## config.mk

```make
export PLATFORM = sky130hd
export DESIGN_NAME = alu_ctrl_flat
export DESIGN_NICKNAME = d
export VERILOG_FILES = /design/src/rtl/alu_ctrl_if.sv /design/src/rtl/alu_ctrl.sv /design/src/flat_wrapper.sv
export SDC_FILE = /design/constraint.sdc
export NUM_CORES = 1
export LEC_CHECK = 0
export CAP_MARGIN = 20
export CORE_ASPECT_RATIO = 0.6
export CORE_MARGIN = 5
export CORE_UTILIZATION = 55
export CTS_CLUSTER_DIAMETER = 40
export CTS_CLUSTER_SIZE = 10
export DETAILED_ROUTE_END_ITERATION = 6
export PLACE_DENSITY = 0.78
export SLEW_MARGIN = 40
export SYNTH_ARGS = -nofsm -noshare
export SYNTH_HDL_FRONTEND = slang
export SYNTH_SLANG_ARGS = --single-unit
```

## constraint.sdc

```tcl
create_clock -name clk -period 3.7 [get_ports clk]
set_input_delay 1.11 -clock clk [delete_from_list [all_inputs] [get_ports clk]]
set_output_delay 1.11 -clock clk [all_outputs]
set_load 0.02 [all_outputs]
```

## src/rtl/alu_ctrl_if.sv

```systemverilog
// Instruction handshake and ALU operand/result bus for alu_ctrl.
// The controller takes the slave view; the instruction source and the ALU take the master view.
interface alu_ctrl_if #(
    parameter int WIDTH = 16
);
    logic [15:0]      instr;
    logic             instr_valid;
    logic             instr_ready;
    logic [WIDTH-1:0] alu_a;
    logic [WIDTH-1:0] alu_b;
    logic [7:0]       alu_opcode;
    logic [WIDTH-1:0] alu_c;
    logic [4:0]       alu_flags;

    modport master (
        output instr, instr_valid, alu_c, alu_flags,
        input  instr_ready, alu_a, alu_b, alu_opcode
    );

    modport slave (
        input  instr, instr_valid, alu_c, alu_flags,
        output instr_ready, alu_a, alu_b, alu_opcode
    );
endinterface

```

## src/rtl/alu_ctrl.sv

```systemverilog
// Sequencing front end for the combinational ALU: accepts one instruction, drives the ALU
// from a 16x16 register file, then writes back the result and the PSR (IDLE -> EXEC -> WB).
module alu_ctrl #(
    parameter int WIDTH = 16,
    parameter int NREG  = 16
) (
    input  logic             clk,
    input  logic             reset,
    alu_ctrl_if.slave        bus,
    output logic [4:0]       psr,
    output logic             done,
    output logic             illegal,
    input  logic [3:0]       dbg_addr,
    output logic [WIDTH-1:0] dbg_data
);

    typedef enum logic [1:0] {
        IDLE = 2'd0,
        EXEC = 2'd1,
        WB   = 2'd2
    } state_t;

    state_t           state_q, state_d;
    logic [15:0]      ir_q, ir_d;
    logic [WIDTH-1:0] res_q, res_d;
    logic [4:0]       flg_q, flg_d;
    logic [4:0]       psr_q, psr_d;
    logic [WIDTH-1:0] reg_q [NREG];
    logic [WIDTH-1:0] reg_d [NREG];

    logic [3:0] op, rd, ext, rs;
    logic [3:0] upd_code;
    logic       reg_form, op_illegal, is_cmp, psr_upd, wr_en;

    assign op  = ir_q[15:12];
    assign rd  = ir_q[11:8];
    assign ext = ir_q[7:4];
    assign rs  = ir_q[3:0];

    // Register/shift forms carry the real operation in op-ext; immediate forms in op itself.
    always_comb begin
        reg_form   = (op == 4'b0000) || (op == 4'b1000);
        upd_code   = (op == 4'b0000) ? ext : op;
        op_illegal = 1'b0;
        case (op)
            4'b0100, 4'b1100: op_illegal = 1'b1;
            4'b0000: op_illegal = !(ext inside {4'b0001, 4'b0010, 4'b0011, 4'b0101, 4'b0110,
                                                4'b0111, 4'b1001, 4'b1010, 4'b1011, 4'b1101});
            4'b1000: op_illegal = !(ext inside {4'b0000, 4'b0001, 4'b0010, 4'b0011,
                                                4'b0100, 4'b0110});
            default: op_illegal = 1'b0;
        endcase
        is_cmp  = (upd_code == 4'b1011);
        psr_upd = !op_illegal && (upd_code inside {4'b0001, 4'b0101, 4'b0111,
                                                   4'b1001, 4'b1010, 4'b1011});
        wr_en   = !op_illegal && !is_cmp;
    end

    always_ff @(posedge clk) begin
        if (reset) begin
            state_q <= IDLE;
        end else begin
            state_q <= state_d;
        end
    end

    always_comb begin
        state_d = state_q;
        case (state_q)
            IDLE:    if (bus.instr_valid) state_d = EXEC;
            EXEC:    state_d = WB;
            WB:      state_d = IDLE;
            default: state_d = IDLE;
        endcase
    end

    always_comb begin
        bus.instr_ready = (state_q == IDLE);
        done            = (state_q == WB);
        illegal         = (state_q == WB) && op_illegal;
        bus.alu_opcode  = '0;
        bus.alu_a       = '0;
        bus.alu_b       = '0;
        if (state_q == EXEC) begin
            bus.alu_opcode = {op, ext};
            bus.alu_a      = reg_q[rd];
            bus.alu_b      = reg_form ? reg_q[rs] : {{(WIDTH-8){1'b0}}, ir_q[7:0]};
        end
    end

    // Operands are read in EXEC and the write lands only at the end of WB, so Rdest==Rsrc is safe.
    always_comb begin
        ir_d  = ir_q;
        res_d = res_q;
        flg_d = flg_q;
        reg_d = reg_q;
        psr_d = psr_q;
        case (state_q)
            IDLE: if (bus.instr_valid) ir_d = bus.instr;
            EXEC: begin
                res_d = bus.alu_c;
                flg_d = bus.alu_flags;
            end
            WB: begin
                if (wr_en)   reg_d[rd] = res_q;
                if (psr_upd) psr_d     = flg_q;
            end
            default: ;
        endcase
    end

    always_ff @(posedge clk) begin
        if (reset) begin
            ir_q  <= '0;
            res_q <= '0;
            flg_q <= '0;
            psr_q <= '0;
            for (int i = 0; i < NREG; i++) reg_q[i] <= '0;
        end else begin
            ir_q  <= ir_d;
            res_q <= res_d;
            flg_q <= flg_d;
            psr_q <= psr_d;
            reg_q <= reg_d;
        end
    end

    assign psr      = psr_q;
    assign dbg_data = reg_q[dbg_addr];

endmodule

```

## src/flat_wrapper.sv

```systemverilog
// flat-port wrapper written by rule: the top's interface ports become plain ports
module alu_ctrl_flat 
#(
    parameter int WIDTH = 16,
    parameter int NREG  = 16
)
  (clk, reset, psr, done, illegal, dbg_addr, dbg_data, bus_instr, bus_instr_valid, bus_alu_c, bus_alu_flags, bus_instr_ready, bus_alu_a, bus_alu_b, bus_alu_opcode);
  alu_ctrl_if #(.WIDTH(WIDTH)) bus_i ();
  input  logic clk;
  input  logic reset;
  output logic [4:0] psr;
  output logic done;
  output logic illegal;
  input  logic [3:0] dbg_addr;
  output logic [WIDTH-1:0] dbg_data;
  input wire logic [$bits(bus_i.instr)-1:0] bus_instr;
  input wire logic [$bits(bus_i.instr_valid)-1:0] bus_instr_valid;
  input wire logic [$bits(bus_i.alu_c)-1:0] bus_alu_c;
  input wire logic [$bits(bus_i.alu_flags)-1:0] bus_alu_flags;
  output wire logic [$bits(bus_i.instr_ready)-1:0] bus_instr_ready;
  output wire logic [$bits(bus_i.alu_a)-1:0] bus_alu_a;
  output wire logic [$bits(bus_i.alu_b)-1:0] bus_alu_b;
  output wire logic [$bits(bus_i.alu_opcode)-1:0] bus_alu_opcode;
  assign bus_i.instr = bus_instr;
  assign bus_i.instr_valid = bus_instr_valid;
  assign bus_i.alu_c = bus_alu_c;
  assign bus_i.alu_flags = bus_alu_flags;
  assign bus_instr_ready = bus_i.instr_ready;
  assign bus_alu_a = bus_i.alu_a;
  assign bus_alu_b = bus_i.alu_b;
  assign bus_alu_opcode = bus_i.alu_opcode;
  alu_ctrl #(.WIDTH(WIDTH), .NREG(NREG)) u_core (.clk(clk), .reset(reset), .bus(bus_i), .psr(psr), .done(done), .illegal(illegal), .dbg_addr(dbg_addr), .dbg_data(dbg_data));
endmodule
```

==> results.json <==
{
  "status": "complete, but fails checks",
  "violations": "negative setup slack",
  "rr_startpoint": "u_core.ir_q[12]$_SDFFE_PP0P_",
  "cts_hold_buf": 0,
  "vias": 13810,
  "fmax_mhz": 264.7,
  "synthesis.nets": 1523,
  "report.power.total_uw": 7934,
  "crit_fanout": 5,
  "start_util_pct": 55.40,
  "arrival_ns": 2.67,
  "busiest_layer": "met2",
  "drt_pass1_iterations": 7,
  "crit_path_end_kind": "output port",
  "grt.overflow.total": 0,
  "finalCritPeriodShare_pct": 102.1,
  "max_slew_margin_pct": 45.50,
  "hold_class": "reg -> reg",
  "io_pins": 108,
  "grt_max_degree": 111,
  "maxCapViolCount": 0,
  "io_buffers": 107,
  "place_hpwl_um": 35490,
  "drc": 0,
  "synth_area_leaders": "dfxtp_1, mux4_2, mux2i_1, nand2b_1, clkbuf_1",
  "grt_use_met1_pct": 41.09,
  "p_leak_uw": 0.008942,
  "maxSlewViolCount": 0,
  "synthCells": 1479,
  "timing.rr.end": "u_core.reg_q[215]$_SDFFE_PP0P_",
  "track_usage_pct": 30.61,
  "syn_avg_cell_area_um2": 12.07,
  "core-area_um2": 32220,
  "die_h_um": 149.6,
  "wire_per_inst_um": 28.36,
  "cts_inserted_buffers": 41,
  "final-hold-violation-count": 0,
  "cts.sinks": 300,
  "irDropWorstVdd_v": 0.0002635,
  "rsz0062_at_grt": "true",
  "ant_nets": 0,
  "cts.clk_slew.worst_paths_ns": 0.06,
  "die_area_um2": 36280,
  "postLayoutCellArea_um2": 21720,
  "layout_common_cells": "dfxtp_1, nand2b_1, mux2i_1",
  "hold_depth": 2,
  "crit_path_start_kind": "flip-flop",
  "whs_endpoint": "u_core.res_q[15]$_SDFFE_PP0P_",
  "yosysWarnings": 0,
  "drt-initial-drc-count": 1841,
  "ys_ff_latch": 300,
  "fillCellCount": 2189,
  "synth_area_um2": 17850,
  "routed_wl_um": 57660,
  "clkLatencyLatePin_ns": 0.54,
  "grt_pass1_vias": 13857,
  "worstPathRequired_ns": 2.59,
  "met2_usage_pct": 45.61,
  "cts-root-buf": "clkbuf_16",
  "antenna_found_initial": 0,
  "fin_worst_skew_ns": 0.02148,
  "place_area_um2": 19480,
  "fin_nets": 1632,
  "r2r_slack_ns": 0.67,
  "yosysSeqAreaShare_pct": 33.64,
  "final_common_cell": "dfxtp_1",
  "die_width_um": 242.6,
  "dp_slack_ns": -0.6301,
  "fin_util_pct": 67.40,
  "synth_top_area_share_pct": 33.64,
  "worstHoldStart": "u_core.res_q[15]$_SDFFE_PP0P_",
  "worstMarginPinSlew_ns": 0.8156,
  "final_layout_size_suffix_gt1_share_pct": 32.26,
  "viasPerCell": 6.793,
  "cts_tree": "done",
  "yosys.area.top_type": "dfxtp_1",
  "globalplace.congestion": 0.9348,
  "fin_setup_tns_ns": -0.4551,
  "yosysUniqueCellTypes": 42,
  "antenna-diode-count": 0,
  "power_density_nw_per_um2": 365.3,
  "met3_usage_pct": 11.50,
  "setup_viol": 13,
  "row_count": 51,
  "fin_ws_ns": -0.07858,
  "area_delta_synth_final_pct": 21.66,
  "critPathKind": "reg -> out",
  "grt_pass1_wl_um": 85300,
  "htree_levels": 2,
  "cts_max_path_buffers": 3,
  "worstRegToRegCells": 6,
  "period_minus_slack_ns": 3.779
}
## sequential cells by signal, summed over array words and instances, names as in the netlist
signal / count
u_core.psr: 5
u_core.flg_q: 5
u_core.ir_q: 16
u_core.res_q: 16
u_core.state_q: 2
u_core.reg_q: 256
## worst max path at each step
| stage | startpoint | endpoint | cells past startpoint | slack [ns] |
|---|---|---|---|---|
| after detailed placement | dbg_addr[0] | dbg_data[13] | 5 | -0.63 |
| after CTS | u_core.ir_q[0]$_SDFFE_PP0P_ | bus_alu_b[8] | 5 | -0.07 |
| after global routing | dbg_addr[0] | dbg_data[7] | 6 | -0.10 |
| after floorplan | dbg_addr[1] | dbg_data[0] | 4 | 0.04 |
| final | u_core.ir_q[0]$_SDFFE_PP0P_ | bus_alu_b[10] | 7 | -0.08 |
| after global placement | dbg_addr[0] | dbg_data[13] | 5 | -0.59 |
## Yosys cell counts (all sizes together)
cell type / instances
dfxtp: 300
buf: 66
a21oi: 42
clkbuf: 94
a221oi: 1
nor2: 14
or3: 1
and4: 2
o31ai: 1
mux2: 4
a31oi: 1
nand3: 10
and2: 20
o22ai: 4
o211ai: 1
inv: 6
nand4: 12
a21o: 1
o21ai: 3
nor2b: 15
nand2b: 275
a31o: 1
and3: 8
nand2: 86
a22oi: 4
mux4: 232
a311oi: 3
a211o: 2
nor3b: 3
mux2i: 265
nor3: 2
## final cells by class
cell class                      count  area, um2  area share [%]
Sequential cell                   300       6022           27.73
Inverter                            6      22.52          0.1037
Clock inverter                      9      90.09          0.4148
Tap cell                          424      530.5           2.443
Timing Repair Buffer              226       2668           12.28
Clock buffer                       55       1192           5.490
Multi-Input combinational cell   1013      11190           51.54
## per-layer routing
layer | wire (um) | share of wire, %
met5 | 0 | 0
met4 | 2183 | 3.8
met3 | 7358 | 13
met2 | 25280 | 44
met1 | 22830 | 40
## where the power goes
part | switching [uW] | leakage (uW) | internal (uW) | total (uW)
clock network | 1490 | 0.000625 | 2310 | 3800
logic | 428 | 0.00589 | 416 | 844
registers | 35.9 | 0.00242 | 3260 | 3290
## cell families after synthesis
| logic type | Yosys count | synth area share (%) |
|---|---|---|
| muxes | 501 | 44.38 |
| and+or+nand+nor | 448 | 15.30 |
| buffers and inverters | 166 | 4.576 |
| DFF | 300 | 33.64 |
| AOI/OAI and AO/OA | 64 | 2.110 |
## critical path: stages (launching register included)
cell	delay [ns]
dfxtp_4	0.39
buf_12	0.15
buf_16	0.14
buf_12	0.12
mux4_2	0.50
mux4_2	0.53
nor2b_4	0.16
buf_6	0.13
## repair_timing
item / 4_1_cts / 5_1_grt
endpoints found under the hold margin: 0 / 0
pin swaps: 0 / 1
setup endpoints to repair: 48 / 43
buffers inserted: 19 / 18
resized for setup: 270 / 79
gates cloned: 9 / 5
## per-stage QoR
stage | hold WS [ns] | std cells
finish | 0.4537 | 2033
global route | 0.4785 | 2033
CTS | 0.4557 | 2014
detailed placement | 0.4490 | 1922
global placement | 0.4429 | 1922
floorplan | 0.4360 | 1479
No activity file was read; power rests on OpenSTA's default activity.
